[src/rtl/dec_latch_pkg.sv]
// Shared types for the addressable latch: per-channel operating mode and its decode
// from the active-low enable/clear pair.
package dec_latch_pkg;

    typedef enum logic [1:0] {
        MODE_LATCH = 2'd0,
        MODE_HOLD  = 2'd1,
        MODE_DEMUX = 2'd2,
        MODE_CLEAR = 2'd3
    } dl_mode_t;

    // g and clr are both active-low; clr low without g low clears the whole channel
    function automatic dl_mode_t dl_mode(input logic g, input logic clr);
        dl_mode_t m;
        case ({g, clr})
            2'b01:   m = MODE_LATCH;
            2'b11:   m = MODE_HOLD;
            2'b00:   m = MODE_DEMUX;
            2'b10:   m = MODE_CLEAR;
            default: m = MODE_HOLD;
        endcase
        return m;
    endfunction

endpackage

[src/rtl/dec_latch_n_if.sv]
// Select/data/control bus and latched outputs of dec_latch_n.
// Optional readback line rb exists only when ADLATCH_READBACK_EN is defined.
interface dec_latch_n_if #(
    parameter int SEL_W    = 3,
    parameter int CHANNELS = 2
);
    localparam int OUTS = 2 ** SEL_W;

    logic [SEL_W-1:0]         sel;
    logic [CHANNELS-1:0]      d;
    logic [CHANNELS-1:0]      g;
    logic [CHANNELS-1:0]      clr;
    logic [CHANNELS*OUTS-1:0] q;
`ifdef ADLATCH_READBACK_EN
    logic [CHANNELS-1:0]      rb;
`endif

    modport master (
        output sel, d, g, clr,
`ifdef ADLATCH_READBACK_EN
        input  rb,
`endif
        input  q
    );

    modport slave (
        input  sel, d, g, clr,
`ifdef ADLATCH_READBACK_EN
        output rb,
`endif
        output q
    );

endinterface

[src/rtl/dec_latch_chan.sv]
// One channel of the addressable latch: 2**SEL_W-bit register with LATCH/HOLD/DEMUX/CLEAR
// modes and, with ADLATCH_READBACK_EN, a registered copy of the addressed bit.
module dec_latch_chan
    import dec_latch_pkg::*;
#(
    parameter int SEL_W = 3
) (
    input  logic                    clk,
    input  logic                    rst,
    input  logic [SEL_W-1:0]        sel,
    input  logic                    d,
    input  logic                    g,
    input  logic                    clr,
`ifdef ADLATCH_READBACK_EN
    output logic                    rb,
`endif
    output logic [(2**SEL_W)-1:0]   q
);
    localparam int OUTS = 2 ** SEL_W;

    dl_mode_t          mode_s;
    logic [OUTS-1:0]   q_next_s;
    logic [OUTS-1:0]   q_r;

    // Mode decode and next-state of the channel register
    always_comb begin
        mode_s   = dl_mode(g, clr);
        q_next_s = q_r;
        case (mode_s)
            MODE_LATCH: q_next_s[sel] = d;
            MODE_HOLD:  q_next_s = q_r;
            MODE_DEMUX: begin
                q_next_s      = {OUTS{1'b0}};
                q_next_s[sel] = d;
            end
            MODE_CLEAR: q_next_s = {OUTS{1'b0}};
            default:    q_next_s = q_r;
        endcase
    end

    // Channel register; reset wins over every mode
    always_ff @(posedge clk) begin
        if (rst) begin
            q_r <= {OUTS{1'b0}};
        end else begin
            q_r <= q_next_s;
        end
    end

    assign q = q_r;

`ifdef ADLATCH_READBACK_EN
    logic rb_r;

    // Readback samples the addressed bit of the value being written this edge
    always_ff @(posedge clk) begin
        if (rst) begin
            rb_r <= 1'b0;
        end else begin
            rb_r <= q_next_s[sel];
        end
    end

    assign rb = rb_r;
`endif

endmodule

[src/rtl/dec_latch_n.sv]
// CHANNELS-wide addressable latch / 1-of-2**SEL_W demultiplexer sharing one select bus.
// Define ADLATCH_READBACK_EN to add the registered per-channel readback bit rb.
module dec_latch_n
    import dec_latch_pkg::*;
#(
    parameter int SEL_W    = 3,
    parameter int CHANNELS = 2
) (
    input  logic          clk,
    input  logic          rst,
    dec_latch_n_if.slave  bus
);
    localparam int OUTS = 2 ** SEL_W;

    wire [CHANNELS*OUTS-1:0] q_s;
`ifdef ADLATCH_READBACK_EN
    wire [CHANNELS-1:0]      rb_s;
`endif

    for (genvar c = 0; c < CHANNELS; c++) begin : g_chan
        dec_latch_chan #(
            .SEL_W (SEL_W)
        ) u_chan (
            .clk (clk),
            .rst (rst),
            .sel (bus.sel),
            .d   (bus.d[c]),
            .g   (bus.g[c]),
            .clr (bus.clr[c]),
`ifdef ADLATCH_READBACK_EN
            .rb  (rb_s[c]),
`endif
            .q   (q_s[c*OUTS +: OUTS])
        );
    end

    assign bus.q = q_s;
`ifdef ADLATCH_READBACK_EN
    assign bus.rb = rb_s;
`endif

endmodule
[src/flat_wrapper.sv]
// flat-port wrapper written by rule: the top's interface ports become plain ports
module dec_latch_n_flat import dec_latch_pkg::*;
#(
    parameter int SEL_W    = 3,
    parameter int CHANNELS = 2
)
  (clk, rst, bus_sel, bus_d, bus_g, bus_clr, bus_q);
  dec_latch_n_if #(.SEL_W(SEL_W), .CHANNELS(CHANNELS)) bus_i ();
  input  logic clk;
  input  logic rst;
  input wire logic [$bits(bus_i.sel)-1:0] bus_sel;
  input wire logic [$bits(bus_i.d)-1:0] bus_d;
  input wire logic [$bits(bus_i.g)-1:0] bus_g;
  input wire logic [$bits(bus_i.clr)-1:0] bus_clr;
  output wire logic [$bits(bus_i.q)-1:0] bus_q;
  assign bus_i.sel = bus_sel;
  assign bus_i.d = bus_d;
  assign bus_i.g = bus_g;
  assign bus_i.clr = bus_clr;
  assign bus_q = bus_i.q;
  dec_latch_n #(.SEL_W(SEL_W), .CHANNELS(CHANNELS)) u_core (.clk(clk), .rst(rst), .bus(bus_i));
endmodule
[config.mk]
export PLATFORM = sky130hd
export DESIGN_NAME = dec_latch_n_flat
export DESIGN_NICKNAME = d
export VERILOG_FILES = /design/src/rtl/dec_latch_pkg.sv /design/src/rtl/dec_latch_n_if.sv /design/src/rtl/dec_latch_chan.sv /design/src/rtl/dec_latch_n.sv /design/src/flat_wrapper.sv
export SDC_FILE = /design/constraint.sdc
export NUM_CORES = 1
export LEC_CHECK = 0
export ABC_AREA = 0
export BUFFER_PORTS_ARGS = -buffer_cell sky130_fd_sc_hd__buf_2
export CAP_MARGIN = 30
export CORE_ASPECT_RATIO = 1.5
export CORE_MARGIN = 8
export CORE_UTILIZATION = 30
export CTS_BUF_LIST = sky130_fd_sc_hd__clkbuf_4 sky130_fd_sc_hd__clkbuf_8 sky130_fd_sc_hd__clkbuf_16
export DETAILED_ROUTE_END_ITERATION = 7
export PLACE_DENSITY = 0.53
export SLEW_MARGIN = 30
export SYNTH_ARGS = -nofsm -noshare
export SYNTH_HDL_FRONTEND = slang
export SYNTH_SLANG_ARGS = --single-unit
export TNS_END_PERCENT = 100
[constraint.sdc]
create_clock -name clk -period 0.8 [get_ports clk]
set_input_delay 0.16 -clock clk [delete_from_list [all_inputs] [get_ports clk]]
set_output_delay 0.16 -clock clk [all_outputs]
set_load 0.1 [all_outputs]
==> results.json, run 1 <==
{
  "status": "finished with violations",
  "violations": "negative setup slack",
  "grt_max_degree": 12,
  "finalClockSkew_ns": 0,
  "syn_area_um2": 888,
  "synth_seq_cells": 16,
  "seq_area_frac_synth_pct": 36.1,
  "drt-initial-drc-count": 5,
  "grtUsageTotal_pct": 10.5,
  "nNetsFinal": 119,
  "antenna_found_initial": 0,
  "hold_slack_ns": 0.235,
  "required_ns": 0.64,
  "slowest_stage": "dfxtp_4",
  "ys_types": 13,
  "ios": 27,
  "fp-row-count": 24,
  "grt_pass1_wl_um": 3830,
  "cp_top_family": "flip-flops",
  "hold_viol_final": 0,
  "p_per_area_nw_per_um2": 1170,
  "fin_setup_tns_ns": -2.25,
  "synth_top_area_share_pct": 36.1,
  "wl_per_cell_um": 15.4,
  "overflow": 0,
  "die_x_um": 60.4,
  "maxCapViolCount": 0,
  "syn_nets": 85,
  "cp_max_fo": 2,
  "synthTopCellsByArea": "dfxtp_1, mux2i_1, nand3b_1, and4bb_1, nor4b_2",
  "clkSinkCount": 16,
  "synth_top_area_cell": "dfxtp_1",
  "wirelength_um": 2260,
  "port-buffer-count": 26,
  "worstMarginPinSlew_ns": 0.282,
  "power_leakage_nw": 0.579,
  "hpwl_um": 1760,
  "nFillCells": 242,
  "dr.pass1.iters": 3,
  "synthCells": 74,
  "cts_setup_buffers": 0,
  "cts_tree": "built",
  "rr_worst_depth": 2,
  "syn2layout_area_growth_pct": 76.6,
  "crit_chain": "buf_12",
  "die_area_um2": 4990,
  "worst_slack_ns": -0.149,
  "syn_area_per_cell_um2": 12.0,
  "start_kind": "register",
  "pre_cts_ws_ns": -0.278,
  "hold_class": "in2reg",
  "cpPeakStageDelay_ns": 0.36,
  "multi_input_area_um2": 574,
  "fin_crit_sh_pct": 119,
  "cts_buffer_depth": 2,
  "clk_transition_reported_paths_ns": 0.07,
  "place_inst": 142,
  "relSlewSlack_pct": 81.2,
  "num_vias": 715,
  "initial_utilization_pct": 31.1,
  "n_antenna_cell": 0,
  "crit_buf_inv": 1,
  "vias_per_cell": 4.90,
  "holdBufCountCts": 0,
  "yosysWarnings": 0,
  "die_y_um": 82.6,
  "cts_root_buf": "clkbuf_8",
  "clk_latency_ns": 0.25,
  "arrival_ns": 0.79,
  "rsz0062_at_grt": "true",
  "place_congestion": 0.726,
  "criticalPathCategory": "reg2out",
  "drive_gt1_share_pct": 60.7,
  "fin_cells": 146,
  "irDropWorstVdd_mv": 0.910,
  "min-delay-start": "bus_clr[0]",
  "remaining_drc_errors": 0,
  "post-route-min-period_ns": 0.949,
  "setup_viol": 16,
  "final_antenna_net_count": 0,
  "cts_max_level": 1,
  "endpoint_kind": "primary output",
  "max_freq_mhz": 1050,
  "r2r_slack_ns": 0.15,
  "core_area_um2": 2850,
  "register_area_um2": 380,
  "grt_pass1_vias": 795,
  "hold_path_depth": 3,
  "maxSlewViolCount": 0,
  "cts_buffers": 3
}
==> layout by cell type (no fill, tap or decap) <==
| cell type | synthesis | final |
|---|---|---|
| buf_6 | 3 | 4 |
| and4bb_1 | 5 | 5 |
| nor4_4 | 0 | 2 |
| buf_2 | 0 | 7 |
| clkinv_1 | 0 | 1 |
| buf_4 | 0 | 6 |
| buf_8 | 0 | 1 |
| buf_12 | 0 | 19 |
| clkbuf_8 | 0 | 3 |
| mux2i_1 | 16 | 16 |
| nand4b_1 | 2 | 2 |
| dfxtp_4 | 0 | 16 |
| nor4bb_2 | 0 | 1 |
| nand3b_1 | 16 | 16 |
| nand2b_1 | 2 | 2 |
| nor4b_4 | 2 | 6 |
==> cell usage after synthesis, drive strengths merged <==
cell type and n:
nor4b 6, nand3b 16, clkbuf 3, nor4bb 1, dfxtp 16, nor4 2, and4bb 5, buf 5
nand4b 2, mux2i 16, nand2b 2
==> report_power, final <==
group          total, mW  switching (mW)  internal (mW)
Combinational      0.430           0.228          0.202
Clock              0.637           0.296          0.341
Sequential         0.775          0.0123          0.763
Total               1.84           0.536           1.31
==> metrics by stage <==
stage / power, mW / cell area [um^2] / util [%]
2_1_floorplan: 1.05 / 1030 / -
3_3_place_gp: 1.20 / 1490 / 52.1
3_5_place_dp: 1.21 / 1490 / 52.1
4_1_cts: 1.85 / 1540 / 53.9
5_1_grt: 1.92 / 1570 / 55.0
6_report: 1.84 / 1570 / 55.0
==> worst max-delay path by stage <==
stage,slack (ns),to,depth (start not counted),from
floorplan,-0.007,register,2,register
global placement,-0.26,register,4,bus_sel[1]
detailed placement,-0.28,register,4,bus_sel[0]
CTS,-0.16,bus_q[0],1,register
global route,-0.17,bus_q[7],1,register
finish,-0.15,bus_q[0],1,register
==> per-layer routing <==
metal	share of wire, %	vias up	global-route usage (%)
li1	-	345	-
met2	51	22	17.8
met3	7.9	4	3.26
met4	1.8	0	6.32
met5	0	-	0
met1	39	344	10.9
==> final cells by class <==
| type | instances | area share [%] |
|---|---|---|
| Clock inverter | 1 | 0.239 |
| Tap cell | 39 | 3.11 |
| Multi-Input combinational cell | 50 | 36.6 |
| Timing Repair Buffer | 37 | 33.2 |
| Clock buffer | 3 | 2.63 |
| Sequential cell | 16 | 24.2 |
==> timing repair <==
action                     in CTS  in global routing
setup endpoints to repair      18                 21
pin swaps                       2                  3
resized for setup               2                 10
==> cells by family after synthesis <==
group                  count (synthesis)  synth area share (%)
and+or+nand+nor                       34                  40.0
muxes                                 16                  18.0
DFF                                   16                  36.1
buffers and inverters                  8                  5.92
(Power assumes the default switching activity.)
==> run 2: changes to the inputs <==
GPL_TIMING_DRIVEN = 0   (was not set)
MAX_ROUTING_LAYER = met4   (was not set)
==> results.json, run 2 (synthesis results as in run 1) <==
{
  "status": "finished with violations",
  "violations": "negative setup slack",
  "slowest_stage": "dfxtp_4",
  "power_leakage_nw": 0.564,
  "finalClockSkew_ns": 0,
  "sw_frac_of_total_pct": 28.5,
  "die_x_um": 60.4,
  "p_clk_share_pct": 33.9,
  "grt_pass1_vias": 758,
  "grtUsageTotal_pct": 10.4,
  "hold_viol_final": 0,
  "fin_crit_sh_pct": 118,
  "relSlewSlack_pct": 72.0,
  "crit_buf_inv": 1,
  "vias_per_cell": 4.89,
  "cpPeakStageDelay_ns": 0.36,
  "setup_viol": 16,
  "endpoint_kind": "primary output",
  "cts_buffers": 3,
  "post-route-min-period_ns": 0.944,
  "final_antenna_net_count": 0,
  "intPower_mw": 1.29,
  "required_ns": 0.64,
  "nNetsFinal": 116,
  "clk_transition_reported_paths_ns": 0.06,
  "path_depth": 1,
  "pwr-share-seq_pct": 42.8,
  "cts_buffer_depth": 2,
  "fin_area_um2": 1550,
  "drt-initial-drc-count": 19,
  "die_y_um": 82.6,
  "holdBufCountCts": 0,
  "layout_commonest_cell": "buf_12",
  "place_area_um2": 1200,
  "hpwl_um": 1560,
  "worst_slack_ns": -0.144,
  "wl_per_cell_um": 16.0,
  "grt_max_degree": 11,
  "min-delay-start": "bus_sel[0]",
  "syn2layout_area_growth_pct": 74.6,
  "cts_tree": "built",
  "overflow": 0,
  "grt_pass1_wl_um": 3730,
  "drive_gt1_share_pct": 56.7,
  "place_congestion": 0.706,
  "core_area_um2": 2850,
  "ios": 27,
  "maxSlewViolCount": 0,
  "layout_common_cells": "buf_12, nand3b_1, mux2i_1, dfxtp_4",
  "max_freq_mhz": 1060,
  "crit_chain": "buf_12",
  "fin_total_pwr_mw": 1.81,
  "clkSinkCount": 16,
  "hold_class": "in2reg",
  "power_frac_comb_pct": 23.3,
  "wirelength_um": 2290,
  "irDropWorstVdd_mv": 0.918,
  "worstMarginPinSlew_ns": 0.420,
  "rr_worst_depth": 3,
  "cts_max_level": 1,
  "rsz0062_at_grt": "true",
  "die_area_um2": 4990,
  "remaining_drc_errors": 0,
  "hold_path_depth": 3,
  "p_per_area_nw_per_um2": 1170,
  "port-buffer-count": 24,
  "maxCapViolCount": 0,
  "cp_max_fo": 2,
  "n_antenna_cell": 0,
  "criticalPathCategory": "reg2out",
  "arrival_ns": 0.78,
  "r2r_slack_ns": 0.06,
  "clk_latency_ns": 0.25,
  "num_vias": 699,
  "start_kind": "register",
  "dr.pass1.iters": 2,
  "fp-row-count": 24,
  "cp_top_family": "flip-flops",
  "cts_root_buf": "clkbuf_8",
  "initial_utilization_pct": 31.1,
  "p_sw_mw": 0.516,
  "antenna_found_initial": 0
}
## run 2: changes by cell type in the layout (fill, tap and decap cells not counted)
cell,previous run,this run
buf_8,1,0
buf_4,6,2
buf_2,7,6
buf_1,0,2
buf_6,4,1
clkbuf_2,0,1
clkbuf_16,0,2
clkbuf_1,0,1
## run 2: worst max-delay path by stage
| stage | end | slack [ns] |
|---|---|---|
| 5_1_grt | bus_q[10] | -0.16 |
| 4_1_cts | bus_q[13] | -0.15 |
| 6_report | bus_q[3] | -0.14 |
| 2_1_floorplan | register | -0.007 |
| 3_5_place_dp | register | -0.27 |
| 3_3_place_gp | register | -0.24 |
## run 2: cell type report
type	count	area [um^2]
Buffer	7	76.3
Fill cell	250	1300
Tap cell	39	48.8
Sequential cell	16	380
Clock buffer	3	41.3
Multi-Input combinational cell	50	574
Timing Repair Buffer	27	427
Clock inverter	1	3.75
## run 2: per-stage QoR
step / hold slack (ns) / TNS [ns] / utilization (%) / std cells / worst slack, ns
floorplan: 0.326 / -0.0173 / - / 74 / -0.00692
global placement: 0.492 / -5.11 / 41.9 / 137 / -0.237
detailed placement: 0.490 / -5.50 / 41.9 / 137 / -0.265
CTS: 0.300 / -2.31 / 52.2 / 142 / -0.149
global route: 0.255 / -2.55 / 54.4 / 143 / -0.165
finish: 0.239 / -2.16 / 54.4 / 143 / -0.144
## run 2: power by group through the flow
stage               Combinational [mW]  Sequential [mW]  Clock (mW)
floorplan                        0.176            0.871           0
global placement                 0.351            0.785           0
detailed placement               0.355            0.786           0
CTS                              0.392            0.775       0.649
global route                     0.445            0.776       0.678
finish                           0.422            0.775       0.614
## run 2: per-layer routing
metal  track usage (%)  vias to the layer above  routed length, um
li1                  -                      342                  -
met1              11.7                      331                979
met2              15.7                       22               1080
met3              3.72                        4                187
met4              5.62                        0                 36
met5                 -                        -                  0
## run 2: what timing repair did
item,CTS,global route
endpoints found under the hold margin,0,0
pin swaps,0,5
gates resized for setup,64,8
setup endpoints to repair,16,31
buffers inserted,1,0
gates cloned,0,2
